`src/rtl/vga_pkg.sv`:
```
// Shared types and constants for the VGA MPU interfaces.
// The MPU read interface uses the VGA_READ_AUTOINC_EN configuration macro.
package vga_pkg;

  localparam int unsigned VRAM_ADDR_WIDTH = 17;
  localparam int unsigned VRAM_DATA_WIDTH = 8;
  localparam int unsigned MPU_SYNC_STAGES = 2;

  typedef logic [VRAM_ADDR_WIDTH-1:0] vramAddress_t;

  typedef enum logic [2:0] {
    REG_ADDR_LO  = 3'd0,
    REG_ADDR_MID = 3'd1,
    REG_ADDR_HI  = 3'd2,
    REG_DATA     = 3'd3,
    REG_STATUS   = 3'd4
  } regSelect_t;

  typedef enum logic {
    FETCH_IDLE,
    FETCH_ACTIVE
  } fetchState_t;

  localparam int unsigned STATUS_BUSY     = 0;
  localparam int unsigned STATUS_VALID    = 1;
  localparam int unsigned STATUS_UNDERRUN = 2;

endpackage

```
`src/rtl/mpu_select_sync.sv`:
```
// Synchronizes the asynchronous MPU chipSelect and emits a one-clock pulse on its rising edge.
module mpu_select_sync #(
  parameter int unsigned SYNC_STAGES = 2
) (
  input  logic clock,
  input  logic resetN,
  input  logic chipSelect,
  output logic selectRise
);

  logic [SYNC_STAGES-1:0] syncQ;
  logic                   prevQ;

  always_ff @(posedge clock or negedge resetN) begin
    if (!resetN) begin
      syncQ <= '0;
      prevQ <= 1'b0;
    end else begin
      syncQ <= {syncQ[SYNC_STAGES-2:0], chipSelect};
      prevQ <= syncQ[SYNC_STAGES-1];
    end
  end

  assign selectRise = syncQ[SYNC_STAGES-1] & ~prevQ;

endmodule

```
`src/rtl/mpu_read_interface.sv`:
```
// MPU read-back path from VRAM: address registers, request/ack fetch FSM, readable data register.
// VGA_READ_AUTOINC_EN: data-register reads post-increment the address and prefetch the next byte.
module mpu_read_interface
  import vga_pkg::*;
#(
  parameter int unsigned ADDR_WIDTH  = VRAM_ADDR_WIDTH,
  parameter int unsigned DATA_WIDTH  = VRAM_DATA_WIDTH,
  parameter int unsigned SYNC_STAGES = MPU_SYNC_STAGES
) (
  input  logic                  clock,
  input  logic                  resetN,
  input  logic                  chipSelect,
  input  logic                  writeEnable,
  input  logic [2:0]            registerSelect,
  input  logic [DATA_WIDTH-1:0] registerDataIn,
  output logic [DATA_WIDTH-1:0] registerDataOut,
  output logic                  registerDataOutEnable,
  output logic                  memReadRequest,
  output logic [ADDR_WIDTH-1:0] memReadAddress,
  input  logic                  memReadAck,
  input  logic [DATA_WIDTH-1:0] memReadData
);

  logic selectRise;

  mpu_select_sync #(
    .SYNC_STAGES(SYNC_STAGES)
  ) u_selectSync (
    .clock     (clock),
    .resetN    (resetN),
    .chipSelect(chipSelect),
    .selectRise(selectRise)
  );

  logic [ADDR_WIDTH-1:0] addressQ, addressD;
  logic [ADDR_WIDTH-1:0] reqAddrQ, reqAddrD;
  logic [DATA_WIDTH-1:0] dataRegQ, dataRegD;
  logic                  validQ, validD;
  logic                  underrunQ, underrunD;
  logic                  restartQ, restartD;
  fetchState_t           stateQ, stateD;
  logic                  fetchStart;
  logic                  addrWrite;

  always_ff @(posedge clock or negedge resetN) begin
    if (!resetN) begin
      addressQ  <= '0;
      reqAddrQ  <= '0;
      dataRegQ  <= '0;
      validQ    <= 1'b0;
      underrunQ <= 1'b0;
      restartQ  <= 1'b0;
      stateQ    <= FETCH_IDLE;
    end else begin
      addressQ  <= addressD;
      reqAddrQ  <= reqAddrD;
      dataRegQ  <= dataRegD;
      validQ    <= validD;
      underrunQ <= underrunD;
      restartQ  <= restartD;
      stateQ    <= stateD;
    end
  end

  always_comb begin
    addressD   = addressQ;
    reqAddrD   = reqAddrQ;
    dataRegD   = dataRegQ;
    validD     = validQ;
    underrunD  = underrunQ;
    restartD   = restartQ;
    stateD     = stateQ;
    fetchStart = 1'b0;
    addrWrite  = 1'b0;

    // One bus action per MPU cycle, taken on the synchronized chipSelect edge.
    if (selectRise) begin
      if (writeEnable) begin
        case (regSelect_t'(registerSelect))
          REG_ADDR_LO: begin
            addressD[7:0] = registerDataIn;
            addrWrite     = 1'b1;
          end
          REG_ADDR_MID: begin
            addressD[15:8] = registerDataIn;
            addrWrite      = 1'b1;
          end
          REG_ADDR_HI: begin
            addressD[16] = registerDataIn[0];
            addrWrite    = 1'b1;
            fetchStart   = 1'b1;
          end
          default: ;
        endcase
      end else if (regSelect_t'(registerSelect) == REG_DATA) begin
        if (!validQ) begin
          underrunD = 1'b1;
        end
`ifdef VGA_READ_AUTOINC_EN
        else begin
          addressD   = addressQ + ADDR_WIDTH'(1);
          fetchStart = 1'b1;
        end
`endif
      end
    end

    if (addrWrite) begin
      underrunD = 1'b0;
    end
    if (fetchStart) begin
      validD = 1'b0;
    end

    case (stateQ)
      FETCH_IDLE: begin
        if (fetchStart) begin
          stateD   = FETCH_ACTIVE;
          reqAddrD = addressD;
          restartD = 1'b0;
        end
      end
      FETCH_ACTIVE: begin
        if (memReadAck) begin
          if (restartQ || addrWrite) begin
            // Address moved under the in-flight fetch: drop the byte and refetch.
            reqAddrD = addressD;
            restartD = 1'b0;
          end else begin
            dataRegD = memReadData;
            validD   = 1'b1;
            stateD   = FETCH_IDLE;
          end
        end else if (addrWrite) begin
          restartD = 1'b1;
        end
      end
      default: stateD = FETCH_IDLE;
    endcase
  end

  logic [DATA_WIDTH-1:0] statusByte;

  always_comb begin
    statusByte                  = '0;
    statusByte[STATUS_BUSY]     = (stateQ == FETCH_ACTIVE);
    statusByte[STATUS_VALID]    = validQ;
    statusByte[STATUS_UNDERRUN] = underrunQ;

    case (regSelect_t'(registerSelect))
      REG_ADDR_LO:  registerDataOut = addressQ[7:0];
      REG_ADDR_MID: registerDataOut = addressQ[15:8];
      REG_ADDR_HI:  registerDataOut = {{(DATA_WIDTH-1){1'b0}}, addressQ[16]};
      REG_DATA:     registerDataOut = dataRegQ;
      REG_STATUS:   registerDataOut = statusByte;
      default:      registerDataOut = '0;
    endcase
  end

  assign registerDataOutEnable = chipSelect & ~writeEnable;
  assign memReadRequest        = (stateQ == FETCH_ACTIVE);
  assign memReadAddress        = reqAddrQ;

endmodule

```
`config.mk`:
```
export PLATFORM = sky130hd
export DESIGN_NAME = mpu_read_interface
export DESIGN_NICKNAME = d
export VERILOG_FILES = /design/src/rtl/vga_pkg.sv /design/src/rtl/mpu_select_sync.sv /design/src/rtl/mpu_read_interface.sv
export SDC_FILE = /design/constraint.sdc
export NUM_CORES = 1
export LEC_CHECK = 0
export ABC_AREA = 1
export CORE_ASPECT_RATIO = 1.2
export CORE_MARGIN = 1.5
export CORE_UTILIZATION = 25
export CTS_CLUSTER_DIAMETER = 120
export CTS_CLUSTER_SIZE = 14
export DETAILED_ROUTE_END_ITERATION = 8
export SLEW_MARGIN = 20
export SYNTH_ARGS = -nofsm -noshare
export SYNTH_HDL_FRONTEND = slang
export SYNTH_SLANG_ARGS = --single-unit
```
`constraint.sdc`:
```
create_clock -name clock -period 3 [get_ports clock]
set_input_delay 0.3 -clock clock [delete_from_list [all_inputs] [get_ports clock]]
set_output_delay 0.3 -clock clock [all_outputs]
set_load 0.1 [all_outputs]
```
==> metrics.cfg, run 1 <==
[critical_path]
path_buf_inv = 2
slowest_delay_ns = 0.59
critPathLaunchType = input port
critPathKind = in -> out
rrSetupSlack_ns = 1.50
required_ns = 2.70
crit_chain = clkdlybuf4s50_1, nand2_1, nor2_2, nand2_1, nand3_1, buf_4
r2r-start = u_selectSync.prevQ
critPathSlowestCell = clkdlybuf4s50_1
crit_family = buffers and inverters
cp_common_cell = nand2_1
reg2reg_to = memReadAddress[13]
reg2regPathDepth = 7
crit_path_max_fanout = 9
worstSetupEndpointType = output pin
arrival_ns = 1.88

[yosys]
synth_area_sq_um = 2230
synth_area_leaders = dfrtp_1, nand2_1, nand3_1
syn_area_per_cell_sq_um = 8.32
netlist_instances = 268
synth_largest_area_cell = dfrtp_1
synth-seq-cells = 49
synth_top_area_share = 0.550
ys_types = 20
syn_nets = 292
ys.warnings.count = 0
yosysSeqAreaShare = 0.550

[place]
hpwl_um = 4130
dpl_cell_area_sq_um = 2800
port_buffers = 50
gp_congestion = 0.789

[timing]
hold_ws_ns = -0.00949
layout_min_cycle_time_ns = 2.18
hold_viol = 7
rsz0062_at_grt = false
fin_crit_sh = 0.726
finClkSkew_ns = 0.0108
slew_viol_final = 0
setup_viol = 0
worst_pin_slew_ns = 0.624
relSlewSlack = 0.584
max_freq_mhz = 459
tns_ns = 0

[clock_network]
cts_htree_levels = 2
root_buffer = clkbuf_8
clkSinkCount = 49
cts_setup_buffers = 0
cts_resized = 0
cts_tree = built
clk_latency_ns = 0.31
cts_max_path_buffers = 2
cts_buffers = 5
holdBufCountCts = 0
clkTransAtPathRegs_ns = 0.10

[flow_run]
maxCapViolCount = 0

[floorplan]
die_w_um = 89.2
die_area_sq_um = 9500
dieHeight_um = 106
ios = 51
rows = 37
coreArea_sq_um = 8610
start_util = 0.259

[routing]
drc_errors = 0
drt_iter0_markers = 110
wl_um = 5730
routed_via_density = 4.27
final_antenna_net_count = 0
num_vias = 1876
drt_first_pass_iters = 4
avgRoutedWirePerCell_um = 13.1

[layout]
drive_gt1_frac = 0.171
layout.nets = 345
area_growth_pct = 30.0
diodes = 0
fillers = 963
stdcell_area_sq_um = 2900

[global_route]
grt_usage = 0.131
grt_pass1_vias = 1848
antenna_found_initial = 0
grt_max_degree = 50
grt_pass1_wl_um = 9370
grt_overflow = 0

[status]
violations = negative hold slack
status = complete, but fails checks

[pwr]
leakagePower_nw = 1.49
vdd_drop_max_mv = 0.595
powerDensity_nw_per_um2 = 1020

[worst_hold_path]
worstHoldPathType = in -> async

[placed cells by master (no fill, tap or decap), drive strengths merged]
cell type,Yosys,layout
clkinv,1,2
buf,6,30
nand4,2,2
dfrtp,49,49
inv,14,15
o21ai,3,3
clkbuf,0,6
clkdlybuf4s50,0,22
nand3,35,35
or2,1,1
nand2,142,142
nor2,12,12
o2111ai,2,2
o21bai,1,1
[report_power, final]
group | internal, mW | switching [mW]
clock | 0.192 | 0.238
combinational | 0.329 | 1.21
sequential | 0.866 | 0.123
total | 1.39 | 1.57
[final cells by class]
cell class,count,area [sq um],share of cell area
Clock inverter,2,17.5,0.00604
Sequential cell,49,1230,0.423
Multi-Input combinational cell,198,900,0.310
Tap cell,117,146,0.0505
Clock buffer,6,82.6,0.0285
Inverter,15,56.3,0.0194
Timing Repair Buffer,52,470,0.162
[flip-flops by register name, summed over array words and instances, names as in the netlist]
signal	count
validQ	1
underrunQ	1
memReadAddress	17
restartQ	1
dataRegQ	8
memReadRequest	1
addressQ	17
u_selectSync.syncQ	2
u_selectSync.prevQ	1
[synthesized netlist by cell type]
cell type / count
nor2_2: 4
o21bai_1: 1
nand4_1: 2
nor2_4: 1
buf_4: 2
inv_1: 11
or2_0: 1
nor2_1: 5
nand3_1: 33
nand2_2: 5
o2111ai_1: 2
dfrtp_1: 49
buf_2: 2
nor2_8: 2
clkinv_1: 1
buf_6: 2
o21ai_0: 3
nand3_4: 2
inv_2: 3
nand2_1: 137
[logic make-up after synthesis]
group                  count (synthesis)  synth area share
AOI/OAI and AO/OA                      6            0.0180
and+or+nand+nor                      192             0.386
DFF                                   49             0.550
buffers and inverters                 21            0.0466
[per-layer routing]
metal	share of wire	vias to the layer above	wire, um	GRT usage
li1	-	943	-	-
met1	0.46	887	2610	0.170
met2	0.48	39	2770	0.207
met3	0.046	7	263	0.0349
met4	0.015	0	85	0.0462
met5	0	-	0	0
[worst max-delay path by stage]
stage	startpoint	to	slack, ns	depth (start not counted)
global route	registerSelect[0]	registerDataOut[4]	0.69	6
finish	registerSelect[0]	registerDataOut[4]	0.82	6
floorplan	registerSelect[1]	registerDataOut[1]	0.55	4
detailed placement	registerSelect[0]	registerDataOut[3]	0.82	6
CTS	registerSelect[0]	registerDataOut[1]	0.82	6
global placement	registerSelect[0]	registerDataOut[2]	0.82	6
[metrics by stage]
stage | utilization | power (mW) | hold slack [ns] | cells | setup slack [ns]
CTS | 0.336 | 2.99 | 0.235 | 439 | 0.819
global placement | 0.325 | 2.54 | 0.342 | 431 | 0.825
detailed placement | 0.325 | 2.55 | 0.341 | 431 | 0.818
global route | 0.337 | 3.10 | 0.0341 | 439 | 0.693
floorplan | - | 2.20 | 0.00441 | 268 | 0.549
finish | 0.337 | 2.95 | -0.00949 | 439 | 0.821
No activity file was read; power rests on OpenSTA's default activity.
==> run 2, diff against run 1 <==
clock period = 2.07 ns   (was 3 ns; I/O delays follow)
==> run 2 against run 1 <==
The run now ends clean. Register-to-register slack worse by 0.88 ns. Critical path depth up 2. Count of clock-buffer cells in the layout decreased by 1. Hold slack better by 0.37 ns. Non-clock buffer count increased by 3. First-iteration DRC count rose by 44%. Critical path type unchanged. Design area rose by 3.4%. Global-route usage shrank 0.22 points. Critical endpoint is now registerDataOut[0]. Sequential cell count unchanged. Clock skew about the same. Highest routed layer unchanged. Total power increased by 43%.
==> metrics.cfg, run 2 (same netlist as run 1, synthesis figures left out) <==
[place]
gp_congestion = 0.792  ; was 0.789
port_buffers = 50  ; unchanged
dp_cells = 433  ; was 431
hpwl_um = 4170  ; was 4130 um

[layout]
post-route-util = 0.348  ; was 0.337
diodes = 0  ; unchanged
drive_gt1_frac = 0.173  ; was 0.171
layout_common_cells = nand2_1, dfrtp_1, nand3_1, clkdlybuf4s50_1, buf_4  ; was nand2_1, dfrtp_1, nand3_1, buf_4, clkdlybuf4s50_1
fillers = 916  ; was 963
finalNonFillerCells = 440  ; was 439
layout.nets = 348  ; was 345
area_growth_pct = 34.4  ; was 30.0%
layout_commonest_cell = nand2_1  ; unchanged

[critical_path]
critPathKind = in -> out  ; unchanged
crit_family = buffers and inverters  ; unchanged
path_buf_inv = 4  ; was 2
crit_chain = clkdlybuf4s50_1, nand3_1, clkinv_1, nand2_1, o21ai_0, inv_1, nand4_1, buf_12  ; was clkdlybuf4s50_1, nand2_1, nor2_2, nand2_1, nand3_1, buf_4
critPathLaunchType = input port  ; unchanged
arrival_ns = 1.71  ; was 1.88 ns
critPathSlowestCell = clkdlybuf4s50_1  ; unchanged
crit_path_max_fanout = 9  ; unchanged
slowest_delay_ns = 0.52  ; was 0.59 ns
worstSetupEndpointType = output pin  ; unchanged
required_ns = 1.86  ; was 2.70 ns

[routing]
drt_first_pass_iters = 4  ; unchanged
drc_errors = 0  ; unchanged
routed_via_density = 4.23  ; was 4.27
num_vias = 1859  ; was 1,876
drt_iter0_markers = 158  ; was 110
avgRoutedWirePerCell_um = 12.8  ; was 13.1 um
wl_um = 5620  ; was 5730 um
final_antenna_net_count = 0  ; unchanged

[timing]
fin_crit_sh = 0.925
worst_pin_slew_ns = 0.423  ; was 0.624 ns
hold_viol = 0  ; was 7
rsz0062_at_grt = false  ; unchanged
max_freq_mhz = 522
finClkSkew_ns = 0.0109  ; was 0.0108 ns
relSlewSlack = 0.717  ; was 0.584
slew_viol_final = 0  ; unchanged
layout_min_cycle_time_ns = 1.91
setup_viol = 0  ; unchanged

[clock_network]
cts_max_path_buffers = 2  ; unchanged
clkSinkCount = 49  ; unchanged
cts_setup_buffers = 0  ; unchanged
cts_htree_levels = 2  ; unchanged
root_buffer = clkbuf_8  ; unchanged
clk_latency_ns = 0.30  ; was 0.31 ns
clkTransAtPathRegs_ns = 0.07  ; was 0.10 ns
cts_buffers = 5  ; unchanged
cts_tree = built  ; unchanged
cts_resized = 0  ; unchanged

[worst_hold_path]
worstHoldPathType = reg -> reg  ; was in -> async

[floorplan]
die_w_um = 89.2  ; unchanged
die_area_sq_um = 9500  ; unchanged
ios = 51  ; unchanged
start_util = 0.259  ; unchanged
coreArea_sq_um = 8610  ; unchanged
dieHeight_um = 106  ; unchanged
rows = 37  ; unchanged

[status]
status = complete, no violations  ; was complete, but fails checks

[global_route]
grt_pass1_wl_um = 9280  ; was 9370 um
grt_usage = 0.129  ; was 0.131
antenna_found_initial = 0  ; unchanged
grt_overflow = 0  ; unchanged
grt_max_degree = 50  ; unchanged
grt_pass1_vias = 1853  ; was 1,848

[flow_run]
maxCapViolCount = 0  ; unchanged

[pwr]
leakagePower_nw = 1.52  ; was 1.49 nW
powerDensity_nw_per_um2 = 1410  ; was 1020 nW/um^2
power_mw = 4.24  ; was 2.95 mW
vdd_drop_max_mv = 0.920  ; was 0.595 mV

run 2: final timing paths:
path,slack (ns),cells after the start,to,start
max,0.16,8,registerDataOut[0],registerSelect[1]
min,0.36,0,u_selectSync.syncQ[1],u_selectSync.syncQ[0]
max reg2reg,0.62,7,memReadAddress[3],u_selectSync.prevQ
min reg2reg,0.36,0,u_selectSync.syncQ[1],u_selectSync.syncQ[0]
max in group asynchronous,1.42,3,memReadRequest,resetN
min in group asynchronous,0.41,3,memReadAddress[5],resetN
run 2: final cells by class:
type | count | area (sq um) | share of cell area
inverters | 15 | 56.3 | 0.0188
multi-input cells | 198 | 900 | 0.300
flip-flops and latches | 49 | 1230 | 0.410
clock buffers | 5 | 68.8 | 0.0230
well taps | 117 | 146 | 0.0489
clock inverters | 1 | 5.00 | 0.00167
repair buffers | 55 | 593 | 0.198
run 2: repair_timing:
action | 4_1_cts | 5_1_grt
hold buffers | 1 | 0
setup endpoints to repair | 0 | 0
hold endpoints to repair | 49 | 0
run 2: power breakdown:
part           switching [mW]  internal (mW)
combinational            1.76          0.523
clock                   0.293          0.223
sequential              0.179           1.26
total                    2.23           2.00
run 2: per-stage QoR:
stage | cell area [sq um] | TNS (ns) | worst slack, ns | hold WS (ns)
after global routing | 3000 | 0 | 0.00126 | 0.367
after global placement | 2910 | 0 | 0.199 | 0.215
after floorplan | 2230 | -0.390 | -0.195 | -0.0886
after detailed placement | 2910 | 0 | 0.156 | 0.215
final | 3000 | 0 | 0.155 | 0.359
after CTS | 3000 | 0 | 0.148 | 0.362
run 2: layer usage:
metal / vias up / wire length [um] / global-route usage
met5: - / 0 / 0
met4: 0 / 69 / 0.0363
met3: 6 / 238 / 0.0287
met2: 40 / 2680 / 0.199
met1: 861 / 2630 / 0.180
li1: 952 / - / -
==> run 3, diff against run 2 <==
ABC_AREA = default   (was 1)
==> run 3 against run 2 <==
First-iteration DRC count is 8.9% lower. Utilization grew 1.2 points. Clock skew decreased by 0.0034 ns. Critical endpoint is now registerDataOut[2]. Worst setup slack improved by 0.021 ns. Count of clock-buffer cells in the layout up 1. Combinational power rose by 16%. Global-route usage increased by 1.3 points. Register-to-register slack got worse by 0.16 ns. Largest power group unchanged. Sequential cell count is the same. Highest routed layer unchanged. Die area grew 5.1%. Via count grew 10%.
==> metrics.cfg, run 3 <==
[worst_hold_path]
worstHoldPathCells = 1  ; was 0
worstHoldPathType = in -> reg  ; was reg -> reg
hold_end = u_selectSync.syncQ[0]  ; was u_selectSync.syncQ[1]
worstHoldStart = chipSelect  ; was u_selectSync.syncQ[0]

[routing]
drt_first_pass_iters = 5  ; was 4
routed_via_density = 5.11  ; was 4.23
avgRoutedWirePerCell_um = 16.6  ; was 12.8 um
num_vias = 2053  ; was 1,859
final_antenna_net_count = 0  ; unchanged
drc_errors = 0  ; unchanged
drt_iter0_markers = 144  ; was 158
wl_um = 6690  ; was 5620 um

[yosys]
synth_area_leaders = dfrtp_1, a311oi_1, a31oi_1  ; was dfrtp_1, nand2_1, nand3_1
yosysMostFrequentCell = dfrtp_1  ; was nand2_1
synth_flop_cell = dfrtp_1  ; unchanged
syn_nets = 248  ; was 292
synth_edf_count = 0  ; unchanged
synth_top_area_share = 0.522  ; was 0.550
synth-seq-cells = 49  ; unchanged
netlist_instances = 224  ; was 268
yosysSeqAreaShare = 0.522  ; was 0.550
syn_area_per_cell_sq_um = 10.5  ; was 8.32 sq um
synth_largest_area_cell = dfrtp_1  ; unchanged
ys_types = 32  ; was 20
synth_area_sq_um = 2350  ; was 2230 sq um
synth-async-reset-ratio = 1.00  ; unchanged
synth_top_cells_by_count = dfrtp_1, nand2_1, a31oi_1  ; was nand2_1, dfrtp_1, nand3_1
ys.warnings.count = 0  ; unchanged

[layout]
layout.nets = 305  ; was 348
seqCellArea_sq_um = 1230  ; unchanged
fillers = 908  ; was 916
layout_commonest_cell = dfrtp_1  ; was nand2_1
drive_gt1_frac = 0.301  ; was 0.173
area_growth_pct = 39.1  ; was 34.4%
diodes = 0  ; unchanged
finalNonFillerCells = 402  ; was 440
multi_input_area_sq_um = 1070  ; was 900 sq um
layout_common_cells = dfrtp_1, buf_4, nand2_1, clkdlybuf4s50_1, a31oi_1  ; was nand2_1, dfrtp_1, nand3_1, clkdlybuf4s50_1, buf_4

[timing]
hold_viol = 0  ; unchanged
layout_min_cycle_time_ns = 1.89  ; was 1.91 ns
slew_viol_final = 0  ; unchanged
rsz0062_at_grt = false  ; unchanged
worst_pin_slew_ns = 0.509  ; was 0.423 ns
fin_crit_sh = 0.915  ; was 0.925
worst_slack_ns = 0.176  ; was 0.155 ns
finClkSkew_ns = 0.00751  ; was 0.0109 ns
setup_viol = 0  ; unchanged
relSlewSlack = 0.661  ; was 0.717
max_freq_mhz = 528  ; was 522 MHz

[critical_path]
reg2reg_to = dataRegQ[5]  ; was memReadAddress[3]
arrival_ns = 1.69  ; was 1.71 ns
slowest_delay_ns = 0.47  ; was 0.52 ns
reg2regPathDepth = 4  ; was 7
critPathKind = in -> out  ; unchanged
critPathSlowestCell = clkdlybuf4s50_1  ; unchanged
rrSetupSlack_ns = 0.46  ; was 0.62 ns
required_ns = 1.86  ; about the same
crit_chain = clkdlybuf4s50_1, buf_4, nor2b_1, a2bb2oi_1, o2bb2ai_2, buf_12  ; was clkdlybuf4s50_1, nand3_1, clkinv_1, nand2_1, o21ai_0, inv_1, nand4_1, buf_12
r2r-start = u_selectSync.syncQ[1]  ; was u_selectSync.prevQ
critPathLaunchType = input port  ; unchanged
worstSetupEndpointType = output pin  ; unchanged
crit_path_max_fanout = 13  ; was 9

[clock_network]
clkSinkCount = 49  ; unchanged
clkTransAtPathRegs_ns = 0.09  ; was 0.07 ns
root_buffer = clkbuf_8  ; unchanged
cts_max_path_buffers = 2  ; unchanged
clk_latency_ns = 0.30  ; about the same
cts_buffers = 5  ; unchanged
cts_htree_levels = 2  ; unchanged
cts_tree = built  ; unchanged

[floorplan]
die_area_sq_um = 9980  ; was 9500 sq um
coreArea_sq_um = 9080  ; was 8610 sq um
rows = 38  ; was 37
ios = 51  ; unchanged
die_w_um = 91.5  ; was 89.2 um
start_util = 0.258  ; was 0.259
dieHeight_um = 109  ; was 106 um

[pwr]
vdd_drop_max_mv = 1.04  ; was 0.920 mV
powerDensity_nw_per_um2 = 1450  ; was 1410 nW/um^2
leakagePower_nw = 1.40  ; was 1.52 nW
power_mw = 4.75  ; was 4.24 mW

[global_route]
grt_max_degree = 27  ; was 50
grt_pass1_vias = 2157  ; was 1,853
grt_pass1_wl_um = 11200  ; was 9280 um
grt_usage = 0.141  ; was 0.129
grt_overflow = 0  ; unchanged
antenna_found_initial = 0  ; unchanged

[place]
hpwl_um = 4790  ; was 4170 um
dp_cells = 393  ; was 433
gp_congestion = 0.790  ; was 0.792
preCtsSetupSlack_ns = 0.0422  ; was 0.156 ns
port_buffers = 50  ; unchanged

[status]
status = complete, no violations  ; unchanged

[flow_run]
maxCapViolCount = 0  ; unchanged

## run 3: per-stage QoR
stage	instance area [sq um]	hold slack, ns	util	setup TNS, ns
finish	3270	0.366	0.360	0
detailed placement	3150	0.212	0.347	0
floorplan	2410	-0.0886	-	-0.0472
global route	3270	0.381	0.360	0
global placement	3150	0.211	0.347	0
CTS	3260	0.370	0.359	0
## run 3: cell families (layout without fill, tap and decap cells)
kind of cell    Yosys count  count (layout)  synth area share
flops                    49              49             0.522
mux                      17              17            0.0794
compound gates           72              72             0.212
simple gates             65              65             0.139
buf+inv                  21              79            0.0474
## run 3: final cells by class
class / count / share of cell area
timing repair buffer: 71 / 0.220
tap: 120 / 0.0460
sequential: 49 / 0.376
clock buffer: 6 / 0.0253
clock inverter: 2 / 0.00421
multi-input combinational: 154 / 0.329
## run 3: worst max path at each step
stage | from | end | slack, ns
after floorplan | registerSelect[0] | registerDataOut[0] | -0.05
after global placement | registerSelect[0] | registerDataOut[2] | 0.03
after detailed placement | registerSelect[0] | registerDataOut[2] | 0.04
after CTS | registerSelect[0] | registerDataOut[2] | 0.02
after global routing | registerSelect[2] | registerDataOut[2] | 0.08
final | registerSelect[2] | registerDataOut[2] | 0.18
## run 3: timing repair
item,CTS,global route
setup buffers,0,0
endpoints found under the hold margin,20,0
gates resized for setup,0,3
hold buffers,1,0
endpoints found under the setup margin,0,2
## run 3: worst max-delay path, delay by kind of cell
| kind | cells | cell delay (ns) |
|---|---|---|
| AO/OA/AOI/OAI | 2 | 0.32 |
| buffers and inverters | 3 | 0.90 |
| AND/OR/NAND/NOR | 1 | 0.25 |
## run 3: power breakdown
group / internal (mW) / switching, mW / total (mW) / leakage, nW
clock network: 0.271 / 0.316 / 0.587 / 0.0512
logic: 0.689 / 1.95 / 2.64 / 0.752
registers: 1.29 / 0.230 / 1.52 / 0.596
## run 3: metal layers
metal / global-route usage / vias to the layer above / share of wire
met5: 0 / - / 0
met4: 0.0391 / 0 / 0.0036
met2: 0.232 / 82 / 0.50
met3: 0.0279 / 2 / 0.073
li1: - / 948 / -
met1: 0.190 / 1021 / 0.43
